`src/rtl/vga_pkg.sv`:
```
// Shared VGA timing constants and timing descriptors for video blocks.
package vga_pkg;

  localparam int unsigned VGA_H_ACTIVE = 640;
  localparam int unsigned VGA_H_FP     = 16;
  localparam int unsigned VGA_H_SYNC   = 96;
  localparam int unsigned VGA_H_BP     = 48;
  localparam int unsigned VGA_V_ACTIVE = 480;
  localparam int unsigned VGA_V_FP     = 10;
  localparam int unsigned VGA_V_SYNC   = 2;
  localparam int unsigned VGA_V_BP     = 33;
  localparam bit          VGA_H_POL    = 1'b0;
  localparam bit          VGA_V_POL    = 1'b0;
  localparam int unsigned VGA_CW       = 10;

  typedef struct packed {
    logic [15:0] active;
    logic [15:0] fp;
    logic [15:0] sync;
    logic [15:0] bp;
  } vga_axis_t;

  typedef struct packed {
    vga_axis_t h;
    vga_axis_t v;
    logic      h_pol;
    logic      v_pol;
  } vga_timing_t;

  // Total length of one axis: active + front porch + sync + back porch.
  function automatic int unsigned axis_total(input int unsigned active, input int unsigned fp,
                                             input int unsigned sync, input int unsigned bp);
    return active + fp + sync + bp;
  endfunction

endpackage

```
`src/rtl/vga_timing_gen_if.sv`:
```
// Video timing bundle from a timing generator to its sink.
interface vga_timing_gen_if #(
  parameter int unsigned CW = 10
);
  logic          h_sync;
  logic          v_sync;
  logic          de;
  logic [CW-1:0] x;
  logic [CW-1:0] y;
  logic          sof;
  logic          eol;
  logic          vblank;
  logic [7:0]    frame_cnt;

  modport master (output h_sync, v_sync, de, x, y, sof, eol, vblank, frame_cnt);
  modport slave  (input  h_sync, v_sync, de, x, y, sof, eol, vblank, frame_cnt);
endinterface

```
`src/rtl/vga_axis_counter.sv`:
```
// One timing axis: position counter with wrap and active/sync region decode.
module vga_axis_counter
  import vga_pkg::*;
#(
  parameter int unsigned ACTIVE = VGA_H_ACTIVE,
  parameter int unsigned FP     = VGA_H_FP,
  parameter int unsigned SYNC   = VGA_H_SYNC,
  parameter int unsigned BP     = VGA_H_BP,
  parameter int unsigned CW     = VGA_CW
) (
  input  logic          clk,
  input  logic          rst_n,
  input  logic          step,
  input  logic          clear,
  output logic [CW-1:0] cnt,
  output logic          last_c,
  output logic          active_c,
  output logic          sync_c
);

  localparam int unsigned TOTAL      = axis_total(ACTIVE, FP, SYNC, BP);
  localparam int unsigned SYNC_START = ACTIVE + FP;
  localparam int unsigned SYNC_END   = SYNC_START + SYNC;
  localparam int unsigned XW         = CW + 1;

  if (64'(TOTAL) > (64'(1) << CW)) begin : g_range_check
    $error("vga_axis_counter: total %0d does not fit in %0d bits", TOTAL, CW);
  end

  // Region bounds may equal 2**CW, so decode one bit wider than the counter.
  logic [XW-1:0] cnt_x;
  assign cnt_x    = {1'b0, cnt};
  assign last_c   = (cnt == CW'(TOTAL - 1));
  assign active_c = (cnt_x < XW'(ACTIVE));
  assign sync_c   = (cnt_x >= XW'(SYNC_START)) && (cnt_x < XW'(SYNC_END));

  always_ff @(posedge clk or negedge rst_n) begin
    if (!rst_n) begin
      cnt <= '0;
    end else if (clear) begin
      cnt <= '0;
    end else if (step) begin
      cnt <= last_c ? '0 : cnt + CW'(1);
    end
  end

endmodule

```
`src/rtl/vga_timing_gen.sv`:
```
// VGA sync/position generator: two axis counters feeding a registered output stage.
module vga_timing_gen
  import vga_pkg::*;
#(
  parameter int unsigned H_ACTIVE = VGA_H_ACTIVE,
  parameter int unsigned H_FP     = VGA_H_FP,
  parameter int unsigned H_SYNC   = VGA_H_SYNC,
  parameter int unsigned H_BP     = VGA_H_BP,
  parameter int unsigned V_ACTIVE = VGA_V_ACTIVE,
  parameter int unsigned V_FP     = VGA_V_FP,
  parameter int unsigned V_SYNC   = VGA_V_SYNC,
  parameter int unsigned V_BP     = VGA_V_BP,
  parameter bit          H_POL    = VGA_H_POL,
  parameter bit          V_POL    = VGA_V_POL,
  parameter int unsigned CW       = VGA_CW
) (
  input  logic             clk,
  input  logic             rst_n,
  input  logic             pix_ce,
  input  logic             restart,
  vga_timing_gen_if.master vid
);

  logic [CW-1:0] hcnt;
  logic [CW-1:0] vcnt;
  logic          h_last_c, h_act_c, h_sync_c;
  logic          v_last_c, v_act_c, v_sync_c;
  logic          clear_c;
  logic          v_step_c;

  assign clear_c  = pix_ce & restart;
  assign v_step_c = pix_ce & h_last_c;

  vga_axis_counter #(
    .ACTIVE(H_ACTIVE), .FP(H_FP), .SYNC(H_SYNC), .BP(H_BP), .CW(CW)
  ) u_h (
    .clk(clk), .rst_n(rst_n), .step(pix_ce), .clear(clear_c),
    .cnt(hcnt), .last_c(h_last_c), .active_c(h_act_c), .sync_c(h_sync_c)
  );

  vga_axis_counter #(
    .ACTIVE(V_ACTIVE), .FP(V_FP), .SYNC(V_SYNC), .BP(V_BP), .CW(CW)
  ) u_v (
    .clk(clk), .rst_n(rst_n), .step(v_step_c), .clear(clear_c),
    .cnt(vcnt), .last_c(v_last_c), .active_c(v_act_c), .sync_c(v_sync_c)
  );

  // Outputs show the position the counters held at the enabling edge; pulses last one clk.
  always_ff @(posedge clk or negedge rst_n) begin
    if (!rst_n) begin
      vid.x         <= '0;
      vid.y         <= '0;
      vid.de        <= 1'b0;
      vid.h_sync    <= ~H_POL;
      vid.v_sync    <= ~V_POL;
      vid.vblank    <= 1'b0;
      vid.sof       <= 1'b0;
      vid.eol       <= 1'b0;
      vid.frame_cnt <= '0;
    end else begin
      vid.sof <= 1'b0;
      vid.eol <= 1'b0;
      if (pix_ce) begin
        vid.x      <= hcnt;
        vid.y      <= vcnt;
        vid.de     <= h_act_c & v_act_c;
        vid.h_sync <= h_sync_c ? H_POL : ~H_POL;
        vid.v_sync <= v_sync_c ? V_POL : ~V_POL;
        vid.vblank <= ~v_act_c;
        vid.sof    <= (hcnt == '0) && (vcnt == '0);
        vid.eol    <= h_last_c;
        // Only a natural end-of-frame wrap counts; restart discards the frame.
        if (h_last_c && v_last_c && !restart) begin
          vid.frame_cnt <= vid.frame_cnt + 8'd1;
        end
      end
    end
  end

endmodule
```
`src/flat_wrapper.sv`:
```
// flat-port wrapper written by rule: the top's interface ports become plain ports
module vga_timing_gen_flat import vga_pkg::*;
#(
  parameter int unsigned H_ACTIVE = VGA_H_ACTIVE,
  parameter int unsigned H_FP     = VGA_H_FP,
  parameter int unsigned H_SYNC   = VGA_H_SYNC,
  parameter int unsigned H_BP     = VGA_H_BP,
  parameter int unsigned V_ACTIVE = VGA_V_ACTIVE,
  parameter int unsigned V_FP     = VGA_V_FP,
  parameter int unsigned V_SYNC   = VGA_V_SYNC,
  parameter int unsigned V_BP     = VGA_V_BP,
  parameter bit          H_POL    = VGA_H_POL,
  parameter bit          V_POL    = VGA_V_POL,
  parameter int unsigned CW       = VGA_CW
)
  (clk, rst_n, pix_ce, restart, vid_h_sync, vid_v_sync, vid_de, vid_x, vid_y, vid_sof, vid_eol, vid_vblank, vid_frame_cnt);
  vga_timing_gen_if #(.CW(CW)) vid_i ();
  input  logic clk;
  input  logic rst_n;
  input  logic pix_ce;
  input  logic restart;
  output wire logic [$bits(vid_i.h_sync)-1:0] vid_h_sync;
  output wire logic [$bits(vid_i.v_sync)-1:0] vid_v_sync;
  output wire logic [$bits(vid_i.de)-1:0] vid_de;
  output wire logic [$bits(vid_i.x)-1:0] vid_x;
  output wire logic [$bits(vid_i.y)-1:0] vid_y;
  output wire logic [$bits(vid_i.sof)-1:0] vid_sof;
  output wire logic [$bits(vid_i.eol)-1:0] vid_eol;
  output wire logic [$bits(vid_i.vblank)-1:0] vid_vblank;
  output wire logic [$bits(vid_i.frame_cnt)-1:0] vid_frame_cnt;
  assign vid_h_sync = vid_i.h_sync;
  assign vid_v_sync = vid_i.v_sync;
  assign vid_de = vid_i.de;
  assign vid_x = vid_i.x;
  assign vid_y = vid_i.y;
  assign vid_sof = vid_i.sof;
  assign vid_eol = vid_i.eol;
  assign vid_vblank = vid_i.vblank;
  assign vid_frame_cnt = vid_i.frame_cnt;
  vga_timing_gen #(.H_ACTIVE(H_ACTIVE), .H_FP(H_FP), .H_SYNC(H_SYNC), .H_BP(H_BP), .V_ACTIVE(V_ACTIVE), .V_FP(V_FP), .V_SYNC(V_SYNC), .V_BP(V_BP), .H_POL(H_POL), .V_POL(V_POL), .CW(CW)) u_core (.clk(clk), .rst_n(rst_n), .pix_ce(pix_ce), .restart(restart), .vid(vid_i));
endmodule
```
`config.mk`:
```
export PLATFORM = sky130hd
export DESIGN_NAME = vga_timing_gen_flat
export DESIGN_NICKNAME = d
export VERILOG_FILES = /design/src/rtl/vga_pkg.sv /design/src/rtl/vga_timing_gen_if.sv /design/src/rtl/vga_axis_counter.sv /design/src/rtl/vga_timing_gen.sv /design/src/flat_wrapper.sv
export SDC_FILE = /design/constraint.sdc
export NUM_CORES = 1
export LEC_CHECK = 0
export ABC_AREA = 1
export ABC_CLOCK_PERIOD_IN_PS = 1800
export CAP_MARGIN = 20
export CORE_AREA = 2 2 109 69
export CTS_CLUSTER_DIAMETER = 120
export DETAILED_ROUTE_END_ITERATION = 7
export DIE_AREA = 0 0 111 71
export GPL_TIMING_DRIVEN = 0
export SYNTH_ARGS = -nofsm -noshare
export SYNTH_HDL_FRONTEND = slang
export SYNTH_SLANG_ARGS = --single-unit
```
`constraint.sdc`:
```
create_clock -name clk -period 1.8 [get_ports clk]
set_input_delay 0.18 -clock clk [delete_from_list [all_inputs] [get_ports clk]]
set_output_delay 0.18 -clock clk [all_outputs]
set_load 0.02 [all_outputs]
```
== Word level (Yosys, flattened, before mapping) ==
Index checks and enable logic that the tools add are counted.

* Eq/ne operators: 2
* Multiply operators: 0
* Divide/modulo/power cells: 0
* Shift-type cells: 0
* Bitwise gates (word level): 4
* Reduce and logical (&&, ||, !) cells: 11
* Magnitude comparators: 6
* Muxes and demuxes: 10
* Add/subtract/negate cells: 3

{| class="wikitable"
|+ Operators by type and width
! operator !! count
|-
| two-way mux 10 bit || 6
|-
| adder 10 x 1 -> 10 bit (second input constant) || 2
|-
| == test 10 bit (second input constant) || 2
|-
| logical NOT 10 bit || 2
|-
| less-than comparator 10 bit (second input constant) || 2
|-
| less-than comparator 10 x 9 -> 1 bit (second input constant) || 2
|-
| >= comparator 10 bit (second input constant) || 1
|-
| >= comparator 10 x 9 -> 1 bit (second input constant) || 1
|-
| adder 8 x 1 -> 8 bit (second input constant) || 1
|-
| logical AND 1 bit || 5
|-
| two-way mux 1 bit || 4
|-
| nonzero test 2 bit || 2
|-
| AND 1 bit || 3
|-
| AND reduction 2 bit || 1
|-
| logical NOT 1 bit || 1
|-
| NOT 1 bit || 1
|}

* Memories kept: 0
* Output and inout bits: 34
* Latch bits: 0
* Word-level logic and storage cells: 47
* Flip-flop bits (word level): 54
* Memory bits (read-only): 0
* Bits of input ports: 4
* Bits in writable memories: 0

== Depth between registers and ports, before layout ==
Gate-level depths: netlist of run 1.

* Depth after elaboration: 4
* Gate-level depth with buffers: 9
* Gate-level depth less buffers: 9

== Cells and area by module ==
Synthesis of run 1 repeated with hierarchy kept, for this count alone.

* Cells, all modules: 363
* Area total of the unflattened synthesis: 2869.0 um2

{| class="wikitable"
|+ Modules (own cells, without submodules)
! module !! cells an instance !! seq. area each (um2) !! times used !! area each (um2)
|-
| vga_timing_gen || 176 || 853.3 || 1 || 1503.9
|-
| vga_axis_counter at u_core.u_v || 97 || 250.2 || 1 || 710.7
|-
| vga_axis_counter at u_core.u_h || 90 || 250.2 || 1 || 654.4
|}

== Least setup slack after synthesis of run 1 ==
Ideal clock, no wire load.

* Path type: reg2reg
* Start: register u_core.u_v.cnt[0]
* End: register u_core.vid.frame_cnt[5]
* Setup slack: 0.310 ns
* Arrival time: 1.371 ns
* Data required time: 1.682 ns
* Setup time: 0.118 ns
* Period minus slack after synthesis: 1.490 ns
* Buffers on the path: 0
* Cell stages (with the launch flop): 10
* Cell sequence: dfrtp_1 > inv_1 > ha_1 > nand3_1 > nor2_1 > nand2_1 > nor2_4 > nand3_4 > nand2_1 > nand2_1

* Cells in the longest elaborated chain, start to end: 4

{| class="wikitable"
|+ RTL lines
! element !! line !! RTL
|-
| start: declaration || vga_axis_counter.sv:15 || <nowiki>output logic [CW-1:0] cnt,</nowiki>
|-
| start signal: assignment || vga_axis_counter.sv:43 || <nowiki>cnt <= last_c ? '0 : cnt + CW'(1);</nowiki>
|-
| == test 10 bit || vga_axis_counter.sv:33 || <nowiki>assign last_c = (cnt == CW'(TOTAL - 1));</nowiki>
|-
| logical AND 1 bit (2 in a row) || vga_timing_gen.sv:73 || <nowiki>if (h_last_c && v_last_c && !restart) begin</nowiki>
|-
| AND reduction 2 bit (no source line) || - ||
|-
| end signal: assignment || vga_timing_gen.sv:74 || <nowiki>vid.frame_cnt <= vid.frame_cnt + 8'd1;</nowiki>
|-
| end: declaration || vga_timing_gen_if.sv:15 || <nowiki>modport master (output h_sync, v_sync, de, x, y, sof, eol, vblank, frame_cnt);</nowiki>
|}

Every way passes these cells.
A chain may end at the register's enable or synchronous reset.

== Worst setup path in the final report of run 1 ==
* Start: input port pix_ce
* End: register u_core.vid.x[1]

{| class="wikitable"
|+ RTL lines
! element !! line !! RTL
|-
| start: declaration || flat_wrapper.sv:20 || <nowiki>input logic pix_ce;</nowiki>
|-
| end signal: assignment || vga_timing_gen.sv:64 || <nowiki>vid.x <= hcnt;</nowiki>
|-
| end: declaration || vga_timing_gen_if.sv:15 ||
|}

No word-level cell between the ends.

==> metrics.cfg, run 1 <==
[synthesis]
synth_area_leaders=dfrtp_1 (49%), nand2_1 (13%), nor2_1 (4.5%)
async_flop_share_pct=100.0
synth-main-ff-cell=dfrtp_1
synth_most_common_cell=nand2_1
synth_top_area_cell=dfrtp_1
synth.avg_cell_area_um2=8.274
ys_seq_area_share_pct=50.66
netlist.area_leader.share_pct=48.69
syn-num-nets=332
syn_inst=323
synth_common_cells=nand2_1 (91), dfrtp_1 (52), nor2_1 (32), inv_1 (25), o21ai_0 (23)
syn_area_mm2=0.002673
yosysWarnings=0
synth-edff-count=0
synth.distinct_cells=31
synth_seq_cells=54

[detailed_routing]
drt-vias-per-instance=5.103
route.detailed.drc=0
ant_nets=0
via_count=2378
drt_pass1_iterations=4
post_drt_wl_per_cell_um=14.48
wl_um=6750
drt-initial-drc-count=156

[job]
maxCapViolCount=0

[clocking]
ctsLongestPathBuffers=2
clk_pin_slew_worst_paths_ns=0.07
clk_latency_ns=0.29
cts_tree=built
numClockSinks=54
cts_max_level=2
numCtsBuffers=5
cts-root-buf=clkbuf_16

[power]
p_int_mw=2.040
ir_drop_mv=0.5560
clockPowerShare_pct=40.4
swShare_pct=24.68
power.switching_uw=668.7
finalPower_mw=2.709
seqPwrFrac_pct=48.0
combPwrFrac_pct=11.5
cellPowerDensity_mw_per_mm2=791.9
power.leakage_nw=1.571

[place]
gp_congestion=0.8703
dp.cells=452
port_buffers=37
dp_hpwl_um=4965

[floorplanning]
initial_utilization_pct=38.53
die_width_um=111
die_h_um=71
rows=24
io_pins=38
coreArea_mm2=0.006937
dieArea_mm2=0.007881

[setup_path]
cp-end-kind=register
cp_slowest_cell=clkbuf_1
worstPathCellList=clkdlybuf4s50_1 > buf_4 > inv_1 > clkbuf_1 > buf_2 > o21ai_0
required_ns=1.97
path_class=in -> reg
start_kind=primary input
cp_max_fo=10
cpPeakStageDelay_ns=0.45
worstPathArrival_ns=1.85

[sta]
final_max_slew_viol_count=0
period_minus_slack_ns=1.676
slew_headroom_pct=56.15
worstMarginPinSlew_ns=0.6578
fin_hold_ws_ns=0.4460
finalHoldViolations=0
setup_viol_count_final=0
finalClockSkew_ns=0.006709
finalCritPeriodShare_pct=93.10
clock.fmax_mhz=596.7
tns_ns=0

[global_routing]
grt_pass1_wl_um=11420
grt_use_total_pct=18.26
grt_pass1_vias=2168
overflow=0
grt_max_degree=29
antenna_found_initial=0

[status]
status=finished clean

[cells_and_area]
n_fill_cell=698
fin_nets=383
syn_to_final_growth_pct=28.00
final_cell_count_no_fill=466
layout-drive-gt1-share_pct=12.00
n_antenna_cell=0

[worst_hold_path]
hp-class=in -> async

path summary, 6_finish.rpt:
check,from,end,slack (ns),cells after the start
min in group clk,u_core.vid.x[8],u_core.vid.x[8],0.47,2
worst max-delay path,pix_ce,u_core.vid.x[1],0.12,6
worst max register to register,u_core.u_v.cnt[0],u_core.vid.frame_cnt[3],0.13,9
worst min register to register,u_core.vid.x[8],u_core.vid.x[8],0.47,2
worst min-delay path,rst_n,u_core.vid.y[9],0.45,2
max in group asynchronous,rst_n,u_core.vid.v_sync,0.70,3
timing repair:
| item | CTS | global route |
|---|---|---|
| hold buffers | 1 | 0 |
| endpoints found under the hold margin | 26 | 0 |
| buffers inserted | 0 | 6 |
| setup endpoints to repair | 0 | 18 |
| gates resized for setup | 0 | 12 |
layout by cell type (no fill, tap or decap), types with 5 or more instances in the layout:
| cell type | Yosys | layout |
|---|---|---|
| buf_2 | 5 | 6 |
| buf_4 | 1 | 7 |
| clkbuf_1 | 6 | 7 |
| clkbuf_16 | 0 | 5 |
| clkdlybuf4s50_1 | 0 | 36 |
| dfrtp_1 | 52 | 51 |
| inv_1 | 25 | 23 |
| nand2_1 | 91 | 89 |
| nand3_1 | 22 | 21 |
| nand4_1 | 19 | 19 |
| nor2_1 | 32 | 31 |
| nor3_1 | 7 | 6 |
| o21ai_0 | 23 | 23 |
| o21ai_2 | 5 | 5 |
| xor2_1 | 7 | 7 |
worst max-delay path, delay by kind of cell:
kind                   cells  cell delay [ns]
buffers and inverters      5             1.56
AOI/OAI and AO/OA          1             0.10
per-stage QoR:
stage	cell area [µm²]	utilization [%]	setup WS (ns)
floorplan	2673	-	0.3103
global placement	3157	45.51	-1.183
detailed placement	3172	45.73	-0.1562
CTS	3349	48.29	0.002050
global route	3421	49.31	-0.003125
finish	3421	49.31	0.1242
sequential cells by signal (all words and copies together) (netlist names), 8 cells and up:
register,cells
u_core.u_h.cnt,10
u_core.u_v.cnt,10
u_core.vid.x,10
u_core.vid.frame_cnt,8
u_core.vid.y,10
kinds of logic after synthesis:
family | synth area share [%]
compound gates | 7.631
buf+inv | 6.273
fa+ha+maj | 2.341
flops | 50.66
xor+xnor | 3.277
simple gates | 29.82
layout make-up:
class | instances | area, µm² | area share [%]
Sequential cell | 54 | 1355 | 39.61
Multi-Input combinational cell | 229 | 1184 | 34.60
Timing Repair Buffer | 45 | 440.4 | 12.87
Clock buffer | 6 | 128.9 | 3.767
Tap cell | 91 | 113.9 | 3.328
Inverter | 27 | 105.1 | 3.072
Buffer | 12 | 55.05 | 1.609
Clock inverter | 2 | 38.79 | 1.134
layer usage:
| metal | share of wire, % | track usage [%] | up-vias |
|---|---|---|---|
| met1 | 54 | 29.50 | 1140 |
| met5 | 0 | 0 | - |
| li1 | - | - | 1160 |
| met2 | 39 | 24.34 | 73 |
| met3 | 6.6 | 4.542 | 5 |
| met4 | 0.52 | 3.750 | 0 |
power by group through the flow:
stage	Sequential, mW	Clock (mW)	Combinational, mW
floorplan	1.35	0	0.124
global placement	1.32	0	0.290
detailed placement	1.32	0	0.298
CTS	1.30	1.12	0.302
global route	1.31	1.17	0.351
finish	1.30	1.10	0.313
Power figures use the tool's default switching activity.
==> run 2: changes to the inputs <==
--- a/config.mk
+++ b/config.mk
@@ -13,6 +13,8 @@
 export DETAILED_ROUTE_END_ITERATION = 7
 export DIE_AREA = 0 0 111 71
 export GPL_TIMING_DRIVEN = 0
+export SKIP_LAST_GASP = 1
 export SYNTH_ARGS = -nofsm -noshare
 export SYNTH_HDL_FRONTEND = slang
 export SYNTH_SLANG_ARGS = --single-unit
+export TNS_END_PERCENT = 50
==> results of run 2 <==
The final DEF is identical to that of run 1; final timing and power are the same.
==> run 3: changes to the inputs <==
--- a/config.mk
+++ b/config.mk
@@ -6,15 +6,16 @@
 export NUM_CORES = 1
 export LEC_CHECK = 0
 export ABC_AREA = 1
-export ABC_CLOCK_PERIOD_IN_PS = 1800
+export ABC_CLOCK_PERIOD_IN_PS = 1490
 export CAP_MARGIN = 20
 export CORE_AREA = 2 2 109 69
 export CTS_CLUSTER_DIAMETER = 120
 export DETAILED_ROUTE_END_ITERATION = 7
 export DIE_AREA = 0 0 111 71
+export GPL_ROUTABILITY_DRIVEN = 0
 export GPL_TIMING_DRIVEN = 0
 export SKIP_LAST_GASP = 1
 export SYNTH_ARGS = -nofsm -noshare
 export SYNTH_HDL_FRONTEND = slang
 export SYNTH_SLANG_ARGS = --single-unit
-export TNS_END_PERCENT = 50
+export TNS_END_PERCENT = 1
==> constraint.sdc (replaced) <==
create_clock -name clk -period 1.49 [get_ports clk]
set_input_delay 0.149 -clock clk [delete_from_list [all_inputs] [get_ports clk]]
set_output_delay 0.149 -clock clk [all_outputs]
set_load 0.02 [all_outputs]
==> run 3 against run 2 <==
Against the previous run: flip-flop and latch count unchanged; routed wire length up 4.5%; core utilization up 2.4 points; via count up 1.2%; die area unchanged; hold slack worse by 0.037 ns; largest power group unchanged; critical path depth up 2; the run now ends with setup timing left; sequential share of layout area down 1.7 points; worst setup slack worse by 0.22 ns.
==> metrics.cfg, run 3 (synthesized netlist as in run 1, its figures left out) <==
[floorplanning]
die_h_um=71
die_width_um=111
rows=24
io_pins=38
initial_utilization_pct=38.53
coreArea_mm2=0.006937
dieArea_mm2=0.007881

[sta]
rsz0062_at_grt=true
clock.fmax_mhz=632.0
tns_ns=-1.366
finalClockSkew_ns=0.006342
finalCritPeriodShare_pct=106.2
setup_viol_count_final=29
period_minus_slack_ns=1.582
slew_headroom_pct=56.96
worstMarginPinSlew_ns=0.6456
finalHoldViolations=0
fin_hold_ws_ns=0.4088
fin_ws_ns=-0.09240
final_max_slew_viol_count=0

[setup_path]
path_class=reg -> reg
worstPathArrival_ns=1.81
cp-end-kind=register
required_ns=1.72
start_kind=register
cp_max_fo=6
worstRegToRegCells=8

[status]
status=finished with violations
violations=setup timing

[detailed_routing]
route.detailed.drc=0
drt-initial-drc-count=161
drt_pass1_iterations=5
ant_nets=0
post_drt_wl_per_cell_um=14.91
drt-vias-per-instance=5.087
via_count=2406
wl_um=7051

[power]
seqPwrFrac_pct=47.1
ir_drop_mv=0.6819
swShare_pct=24.85
combPwrFrac_pct=13.5
cellPowerDensity_mw_per_mm2=933.1
power.leakage_nw=1.639
clockPowerShare_pct=39.5
power.switching_uw=831.1
p_int_mw=2.514

[cells_and_area]
n_antenna_cell=0
n_fill_cell=679
regArea_mm2=0.001358
multi_input_area_mm2=0.001254
final_cell_mix=nand2_1 (83), dfrtp_1 (49), clkdlybuf4s50_1 (36), nor2_1 (29), o21ai_0 (23)
layout-drive-gt1-share_pct=17.54
fin_nets=390
final_common_cell=nand2_1
syn_to_final_growth_pct=34.13

[job]
maxCapViolCount=0

[place]
dp_hpwl_um=4965
port_buffers=37

[global_routing]
overflow=0
grt_pass1_vias=2194
antenna_found_initial=0
grt_use_total_pct=18.46
grt_pass1_wl_um=11560
grt_max_degree=29

[clocking]
numClockSinks=54
cts_tree=built
cts_max_level=2
cts-root-buf=clkbuf_16
clk_latency_ns=0.29
clk_pin_slew_worst_paths_ns=0.07
ctsLongestPathBuffers=2
numCtsBuffers=5

[worst_hold_path]
hp-class=in -> async

==> run 3: through the flow <==
| stage | std cells | setup WS (ns) | power, mW | cell area, µm² | util (%) |
|---|---|---|---|---|---|
| 2_1_floorplan | 323 | 0.0003010 | 1.780 | 2673 | - |
| 3_3_place_gp | 451 | -1.462 | 1.945 | 3157 | 45.51 |
| 3_5_place_dp | 452 | -0.4352 | 1.957 | 3172 | 45.73 |
| 4_1_cts | 464 | -0.1200 | 3.291 | 3413 | 49.21 |
| 5_1_grt | 473 | -0.1952 | 3.495 | 3585 | 51.68 |
| 6_report | 473 | -0.09240 | 3.345 | 3585 | 51.68 |
==> run 3: power groups by stage <==
stage / combinational (mW) / sequential (mW) / clock (mW)
after floorplan: 0.150 / 1.63 / 0
after global placement: 0.350 / 1.60 / 0
after detailed placement: 0.360 / 1.60 / 0
after CTS: 0.369 / 1.57 / 1.35
after global routing: 0.495 / 1.58 / 1.42
final: 0.450 / 1.58 / 1.32
==> run 3: critical path, stage by stage, from the launching register on <==
cell and delay, ns:
dfrtp_1 0.43, ha_4 0.17, nand2_4 0.06, nor2_4 0.16
nand4_1 0.19, buf_4 0.20, clkinvlp_4 0.12, nand3_1 0.11
nand2_1 0.09
==> run 3: repair_timing <==
item | 4_1_cts | 5_1_grt
pin swaps | 3 | 11
resized for setup | 11 | 25
setup endpoints to repair | 38 | 46
buffers inserted | 3 | 9
hold buffers | 1 | 0
endpoints found under the hold margin | 26 | 0
==> run 3: final cells by class <==
cell class / instances / area share, %
Buffer: 13 / 1.990
Sequential cell: 54 / 37.87
Inverter: 27 / 3.072
Timing Repair Buffer: 51 / 14.24
Clock buffer: 6 / 3.595
Clock inverter: 2 / 1.082
Tap cell: 91 / 3.176
Multi-Input combinational cell: 229 / 34.97
==> run 3: final timing paths <==
check,from,to,slack [ns]
max reg2reg,u_core.u_h.cnt[0],u_core.u_v.cnt[3],-0.09
min in group clk,u_core.vid.x[8],u_core.vid.x[8],0.47
max,u_core.u_h.cnt[0],u_core.u_v.cnt[3],-0.09
min,rst_n,u_core.vid.y[9],0.41
max in group asynchronous,rst_n,u_core.vid.v_sync,0.44
min reg2reg,u_core.vid.x[8],u_core.vid.x[8],0.47
==> run 3: routing by layer <==
layer  routed length, µm  global-route usage (%)  up-vias
li1                    -                       -     1173
met1                3740                   29.67     1159
met2                2842                   24.88       69
met3                 430                   4.542        5
met4                  37                   3.750        0
met5                   0                       0        -
